### config.mk
export PLATFORM = sky130hd
export DESIGN_NAME = loop_step_counter_flat
export DESIGN_NICKNAME = d
export VERILOG_FILES = /design/src/rtl/loop_step_counter_if.sv /design/src/rtl/loop_step_counter.sv /design/src/flat_wrapper.sv
export SDC_FILE = /design/constraint.sdc
export NUM_CORES = 1
export LEC_CHECK = 0
export ABC_AREA = 0
export CORE_UTILIZATION = 40
export DETAILED_ROUTE_END_ITERATION = 7
export PLACE_DENSITY = 0.72
export RECOVER_POWER = 100
export SYNTH_ARGS = -nofsm -noshare
export SYNTH_HDL_FRONTEND = slang
export SYNTH_SLANG_ARGS = --single-unit
### constraint.sdc
create_clock -name clk_i -period 2.9 [get_ports clk_i]
set_input_delay 0.58 -clock clk_i [delete_from_list [all_inputs] [get_ports clk_i]]
set_output_delay 0.58 -clock clk_i [all_outputs]
set_load 0.02 [all_outputs]
### src/rtl/loop_step_counter_if.sv
// ---------------------------------------------------------------------------
// loop_step_counter_if
// Control/status bundle for the loop/step counter.
//   master : sequencer side  - drives start/stop/step_tick/loops/length
//                              (and pause when LOOP_STEP_COUNTER_PAUSE_EN)
//   slave  : counter side    - drives play/step_idx/loop_idx/loop_wrap/done
// Optional macro: LOOP_STEP_COUNTER_PAUSE_EN adds the pause signal.
// ---------------------------------------------------------------------------
interface loop_step_counter_if #(
    parameter int STEP_W = 4,
    parameter int LOOP_W = 8
);
    logic              start;
    logic              stop;
    logic              step_tick;
    logic [LOOP_W-1:0] loops;
    logic [STEP_W-1:0] length;
`ifdef LOOP_STEP_COUNTER_PAUSE_EN
    logic              pause;
`endif
    logic              play;
    logic [STEP_W-1:0] step_idx;
    logic [LOOP_W-1:0] loop_idx;
    logic              loop_wrap;
    logic              done;

    modport master (
        output start, stop, step_tick, loops, length,
`ifdef LOOP_STEP_COUNTER_PAUSE_EN
        output pause,
`endif
        input  play, step_idx, loop_idx, loop_wrap, done
    );

    modport slave (
        input  start, stop, step_tick, loops, length,
`ifdef LOOP_STEP_COUNTER_PAUSE_EN
        input  pause,
`endif
        output play, step_idx, loop_idx, loop_wrap, done
    );
endinterface

### src/rtl/loop_step_counter.sv
// ---------------------------------------------------------------------------
// loop_step_counter
// Tick-enabled step/loop counter for the step sequencer. Start latches the
// loop count and loop length and begins a run; each step tick advances the
// step index, wrapping into the next loop, and a finite run ends itself on
// the tick that completes the last loop.
//   clk_i  : system clock, rising edge
//   rst_i  : synchronous active-high reset
//   bus    : slave side of loop_step_counter_if (controls in, status out)
// Optional macro: LOOP_STEP_COUNTER_PAUSE_EN adds bus.pause, which freezes
// the run and drops play while held.
// All outputs are registered.
// ---------------------------------------------------------------------------
module loop_step_counter #(
    parameter int STEP_W = 4,
    parameter int LOOP_W = 8
) (
    input  logic                clk_i,
    input  logic                rst_i,
    loop_step_counter_if.slave  bus
);
    typedef enum logic {IDLE, RUN} state_t;

    state_t            state_q, state_d;
    logic [STEP_W-1:0] step_q, step_d;
    logic [LOOP_W-1:0] loop_q, loop_d;
    logic [STEP_W-1:0] len_l_q, len_l_d;
    logic [LOOP_W-1:0] loops_l_q, loops_l_d;
    logic              play_q, play_d;
    logic              wrap_q, wrap_d;
    logic              done_q, done_d;
    logic              pause;
    logic [STEP_W-1:0] last_step;
    logic [LOOP_W-1:0] last_loop;

`ifdef LOOP_STEP_COUNTER_PAUSE_EN
    assign pause = bus.pause;
`else
    assign pause = 1'b0;
`endif

    // Length 0 means 2**STEP_W steps; the modular subtraction makes the last
    // index all-ones in that case with no special handling.
    assign last_step = len_l_q - 1'b1;
    assign last_loop = loops_l_q - 1'b1;

    always_ff @(posedge clk_i) begin
        if (rst_i) begin
            state_q   <= IDLE;
            step_q    <= '0;
            loop_q    <= '0;
            len_l_q   <= '0;
            loops_l_q <= '0;
            play_q    <= 1'b0;
            wrap_q    <= 1'b0;
            done_q    <= 1'b0;
        end else begin
            state_q   <= state_d;
            step_q    <= step_d;
            loop_q    <= loop_d;
            len_l_q   <= len_l_d;
            loops_l_q <= loops_l_d;
            play_q    <= play_d;
            wrap_q    <= wrap_d;
            done_q    <= done_d;
        end
    end

    always_comb begin
        state_d   = state_q;
        step_d    = step_q;
        loop_d    = loop_q;
        len_l_d   = len_l_q;
        loops_l_d = loops_l_q;
        wrap_d    = 1'b0;
        done_d    = 1'b0;

        if (bus.start) begin
            // Start wins over stop/tick in any state, so a restart is clean.
            loops_l_d = bus.loops;
            len_l_d   = bus.length;
            step_d    = '0;
            loop_d    = '0;
            state_d   = RUN;
        end else if (state_q == RUN) begin
            if (bus.stop) begin
                state_d = IDLE;
                step_d  = '0;
                loop_d  = '0;
            end else if (bus.step_tick && !pause) begin
                if (step_q == last_step) begin
                    step_d = '0;
                    wrap_d = 1'b1;
                    if ((loops_l_q != '0) && (loop_q == last_loop)) begin
                        state_d = IDLE;
                        done_d  = 1'b1;
                        loop_d  = '0;
                    end else begin
                        // Forever mode relies on natural wrap of the index.
                        loop_d = loop_q + 1'b1;
                    end
                end else begin
                    step_d = step_q + 1'b1;
                end
            end
        end

        play_d = (state_d == RUN) && !pause;
    end

    assign bus.play      = play_q;
    assign bus.step_idx  = step_q;
    assign bus.loop_idx  = loop_q;
    assign bus.loop_wrap = wrap_q;
    assign bus.done      = done_q;
endmodule

### src/flat_wrapper.sv
// flat-port wrapper written by rule: the top's interface ports become plain ports
module loop_step_counter_flat 
#(
    parameter int STEP_W = 4,
    parameter int LOOP_W = 8
)
  (clk_i, rst_i, bus_start, bus_stop, bus_step_tick, bus_loops, bus_length, bus_play, bus_step_idx, bus_loop_idx, bus_loop_wrap, bus_done);
  loop_step_counter_if #(.STEP_W(STEP_W), .LOOP_W(LOOP_W)) bus_i ();
  input  logic clk_i;
  input  logic rst_i;
  input wire logic [$bits(bus_i.start)-1:0] bus_start;
  input wire logic [$bits(bus_i.stop)-1:0] bus_stop;
  input wire logic [$bits(bus_i.step_tick)-1:0] bus_step_tick;
  input wire logic [$bits(bus_i.loops)-1:0] bus_loops;
  input wire logic [$bits(bus_i.length)-1:0] bus_length;
  output wire logic [$bits(bus_i.play)-1:0] bus_play;
  output wire logic [$bits(bus_i.step_idx)-1:0] bus_step_idx;
  output wire logic [$bits(bus_i.loop_idx)-1:0] bus_loop_idx;
  output wire logic [$bits(bus_i.loop_wrap)-1:0] bus_loop_wrap;
  output wire logic [$bits(bus_i.done)-1:0] bus_done;
  assign bus_i.start = bus_start;
  assign bus_i.stop = bus_stop;
  assign bus_i.step_tick = bus_step_tick;
  assign bus_i.loops = bus_loops;
  assign bus_i.length = bus_length;
  assign bus_play = bus_i.play;
  assign bus_step_idx = bus_i.step_idx;
  assign bus_loop_idx = bus_i.loop_idx;
  assign bus_loop_wrap = bus_i.loop_wrap;
  assign bus_done = bus_i.done;
  loop_step_counter #(.STEP_W(STEP_W), .LOOP_W(LOOP_W)) u_core (.clk_i(clk_i), .rst_i(rst_i), .bus(bus_i));
endmodule
==> flow_summary.json <==
{
  "outcome": "finished clean",
  "insertedDiodeCount": 0,
  "worstReg2RegStart": "u_core.loops_l_q[0]",
  "timing.hold.ws_ps": 555,
  "finalWirelength_um": 3070,
  "antenna_found_initial": 0,
  "core_area_um2": 3420,
  "clk_pin_slew_ps": 140,
  "setup_tns_ps": 0,
  "power_density_nw_per_um2": 370,
  "wl_met2_um": 1610,
  "die_h_um": 62.4,
  "vias": 1243,
  "gp_congestion": 0.775,
  "maxSlewViolCount": 0,
  "cp.arrival_ps": 2610,
  "ys_ff_latch": 27,
  "synth-xor-area-share_pct": 12.0,
  "drtIter0Drc": 29,
  "syn2layout_area_growth_pct": 26.6,
  "rows": 21,
  "yosysSeqAreaShare_pct": 37.0,
  "grt-ovfl-total": 0,
  "synthDistinctLibCells": 40,
  "cts_resized": 0,
  "fmax_ghz": 0.419,
  "irDropWorstVdd_v": 0.000158,
  "maxCapViolCount": 0,
  "grt_max_degree": 15,
  "syn_inst": 156,
  "grt_pass1_vias": 1196,
  "clkSinkCount": 27,
  "syn_nets": 177,
  "io_buffers": 31,
  "die_x_um": 62.4,
  "worstSetupStartpointType": "register",
  "drive_gt1_share_pct": 7.45,
  "post_cts_buffers": 0,
  "p_leak_nw": 0.769,
  "die_area_um2": 3890,
  "cts-root-buf": "clkbuf_4",
  "initial_core_util_pct": 42.7,
  "rsz0062_at_grt": "no",
  "maxSlewHeadroom_pct": 43.2,
  "htreeDepth": 1,
  "avgRoutedWirePerCell_um": 13.1,
  "clockBufferDepth": 2,
  "num-fill-cells": 319,
  "netlist_area_um2": 1460,
  "swShare_pct": 26.2,
  "hp-class": "reg2reg",
  "track_usage_pct": 16.8,
  "io_pins": 32,
  "required_ps": 3120,
  "fin_crit_sh_pct": 82.3,
  "yosys.area_share.adder_pct": 3.43,
  "yosysWarnings": 0,
  "cp-end-kind": "register",
  "regArea_um2": 541,
  "intPower_uw": 504,
  "hold_viol": 0,
  "power_frac_comb_pct": 18.6,
  "drcViolationCount": 0,
  "viasPerCell": 5.31,
  "synth_compound_area_share_pct": 12.5,
  "clkPwrFrac_pct": 23.1,
  "drtAntennaViolNets": 0,
  "reg2reg_setup_slack_ps": 510,
  "critPathMaxFanout": 8,
  "drt-met1-wl_um": 1330,
  "nNetsFinal": 210,
  "crit_type": "reg2reg",
  "final_cell_area_um2": 1850,
  "place_hpwl_um": 2350,
  "grt_pass1_wl_um": 5340,
  "switching_power_uw": 179,
  "hp-start": "u_core.len_l_q[1]",
  "p_total_uw": 684,
  "max_slew.worst_pin.slew_ps": 852,
  "critPathLaunch": "u_core.loops_l_q[0]",
  "multi_input_area_um2": 863,
  "synthMuxAreaShare_pct": 9.69,
  "synth-async-reset-ratio_pct": 0,
  "yosys.area_share.simple_pct": 21.5,
  "cts_buffers": 3,
  "synth_edf_count": 0,
  "synth_top_family_by_area": "simple AND/OR/NAND/NOR gates",
  "tritoncts": "yes",
  "highest_layer": "met4",
  "period_minus_slack_ps": 2390,
  "share_seq_of_total_power_pct": 58.4,
  "ctsHoldBuffers": 0,
  "setup_viol": 0,
  "ys.flop_type": "dfxtp_1",
  "postPlaceCellArea_um2": 1820,
  "dr_wl_met3_um": 112,
  "finalClockSkew_ps": 5.59,
  "clock_latency_ps": 310,
  "dr.pass1.iters": 4,
  "postSynthAreaPerCell_um2": 9.35
}
[sequential cells by signal, indices dropped and copies added (netlist names)]
signal	cells
u_core.bus.loop_idx	8
u_core.loops_l_q	8
u_core.bus.step_idx	4
u_core.len_l_q	4
u_core.bus.done	1
u_core.bus.loop_wrap	1
u_core.state_q	1
[power by group through the flow]
stage / clock, mW / sequential, mW / combinational [mW]
6_report: 0.158 / 0.399 / 0.127
5_1_grt: 0.185 / 0.401 / 0.140
2_1_floorplan: 0 / 0.404 / 0.0861
4_1_cts: 0.164 / 0.399 / 0.129
3_5_place_dp: 0 / 0.407 / 0.129
3_3_place_gp: 0 / 0.406 / 0.123
[layout by cell type (no fill, tap or decap), types with 2 or more instances in the layout]
cell type        count
a21oi_1              2
a22o_1               4
and3_1               2
buf_4                2
clkbuf_1             2
clkbuf_4             3
clkdlybuf4s50_1     14
dfxtp_1             27
dlygate4sd3_1       17
ha_1                 4
inv_1                8
mux2i_1             13
nand2_1              4
nand2b_1             3
nand3_1              3
nand4_1              4
nor2_1              19
nor2b_1              3
nor3_1               7
o21a_1               2
o31ai_1              6
xnor2_1             12
xor2_1               8
[metal layers]
layer  GRT usage, %  up-vias
li1               -      607
met1           20.4      606
met2           29.8       28
met3           2.37        2
met4           6.10        0
met5              0        -
[cells by family after synthesis]
kind of cell    count (synthesis)
flops                          27
xor+xnor                       20
simple gates                   56
mux                            14
fa+ha+maj                       4
compound gates                 21
buf+inv                        14
[Yosys cell counts (2+ instances only)]
master | number | area, um2
nand4_1 | 4 | 25.0
nand2b_1 | 3 | 18.8
nand3_1 | 3 | 15.0
clkbuf_1 | 3 | 11.3
nor2b_1 | 3 | 18.8
nand2_1 | 4 | 15.0
and3_1 | 2 | 12.5
nor2_1 | 19 | 71.3
inv_1 | 8 | 30.0
nor3_1 | 7 | 35.0
buf_2 | 2 | 10.0
a22o_1 | 4 | 35.0
o31ai_1 | 6 | 45.0
ha_1 | 4 | 50.1
xor2_1 | 8 | 70.1
o21a_1 | 2 | 15.0
dfxtp_1 | 27 | 541
a21oi_1 | 2 | 10.0
xnor2_1 | 12 | 105
mux2i_1 | 13 | 130
[through the flow]
stage	instances	worst slack, ps	util [%]
after CTS	234	513	54.2
after floorplan	156	787	-
final	234	514	54.1
after global placement	230	413	53.4
after global routing	234	363	54.1
after detailed placement	230	288	53.4
[final timing paths]
kind	endpoint	depth (start not counted)
max	u_core.bus.loop_idx[0]	8
min	u_core.len_l_q[1]	2
max reg2reg	u_core.bus.loop_idx[0]	8
min reg2reg	u_core.len_l_q[1]	2
[worst max-delay path: stages (launching register included)]
cell	delay, ps
dfxtp_1	390
inv_1	80
ha_1	170
nor3b_1	460
and2_0	190
o31ai_1	110
a211oi_4	490
nor3b_4	130
mux2_2	280
[area by class of cell]
class                           instances  area share, %
Inverter                                8           1.63
Timing Repair Buffer                   34           17.8
Tap cell                               46           3.12
Multi-Input combinational cell        115           46.7
Clock buffer                            4           1.42
Sequential cell                        27           29.3
Power figures use the tool's default switching activity.
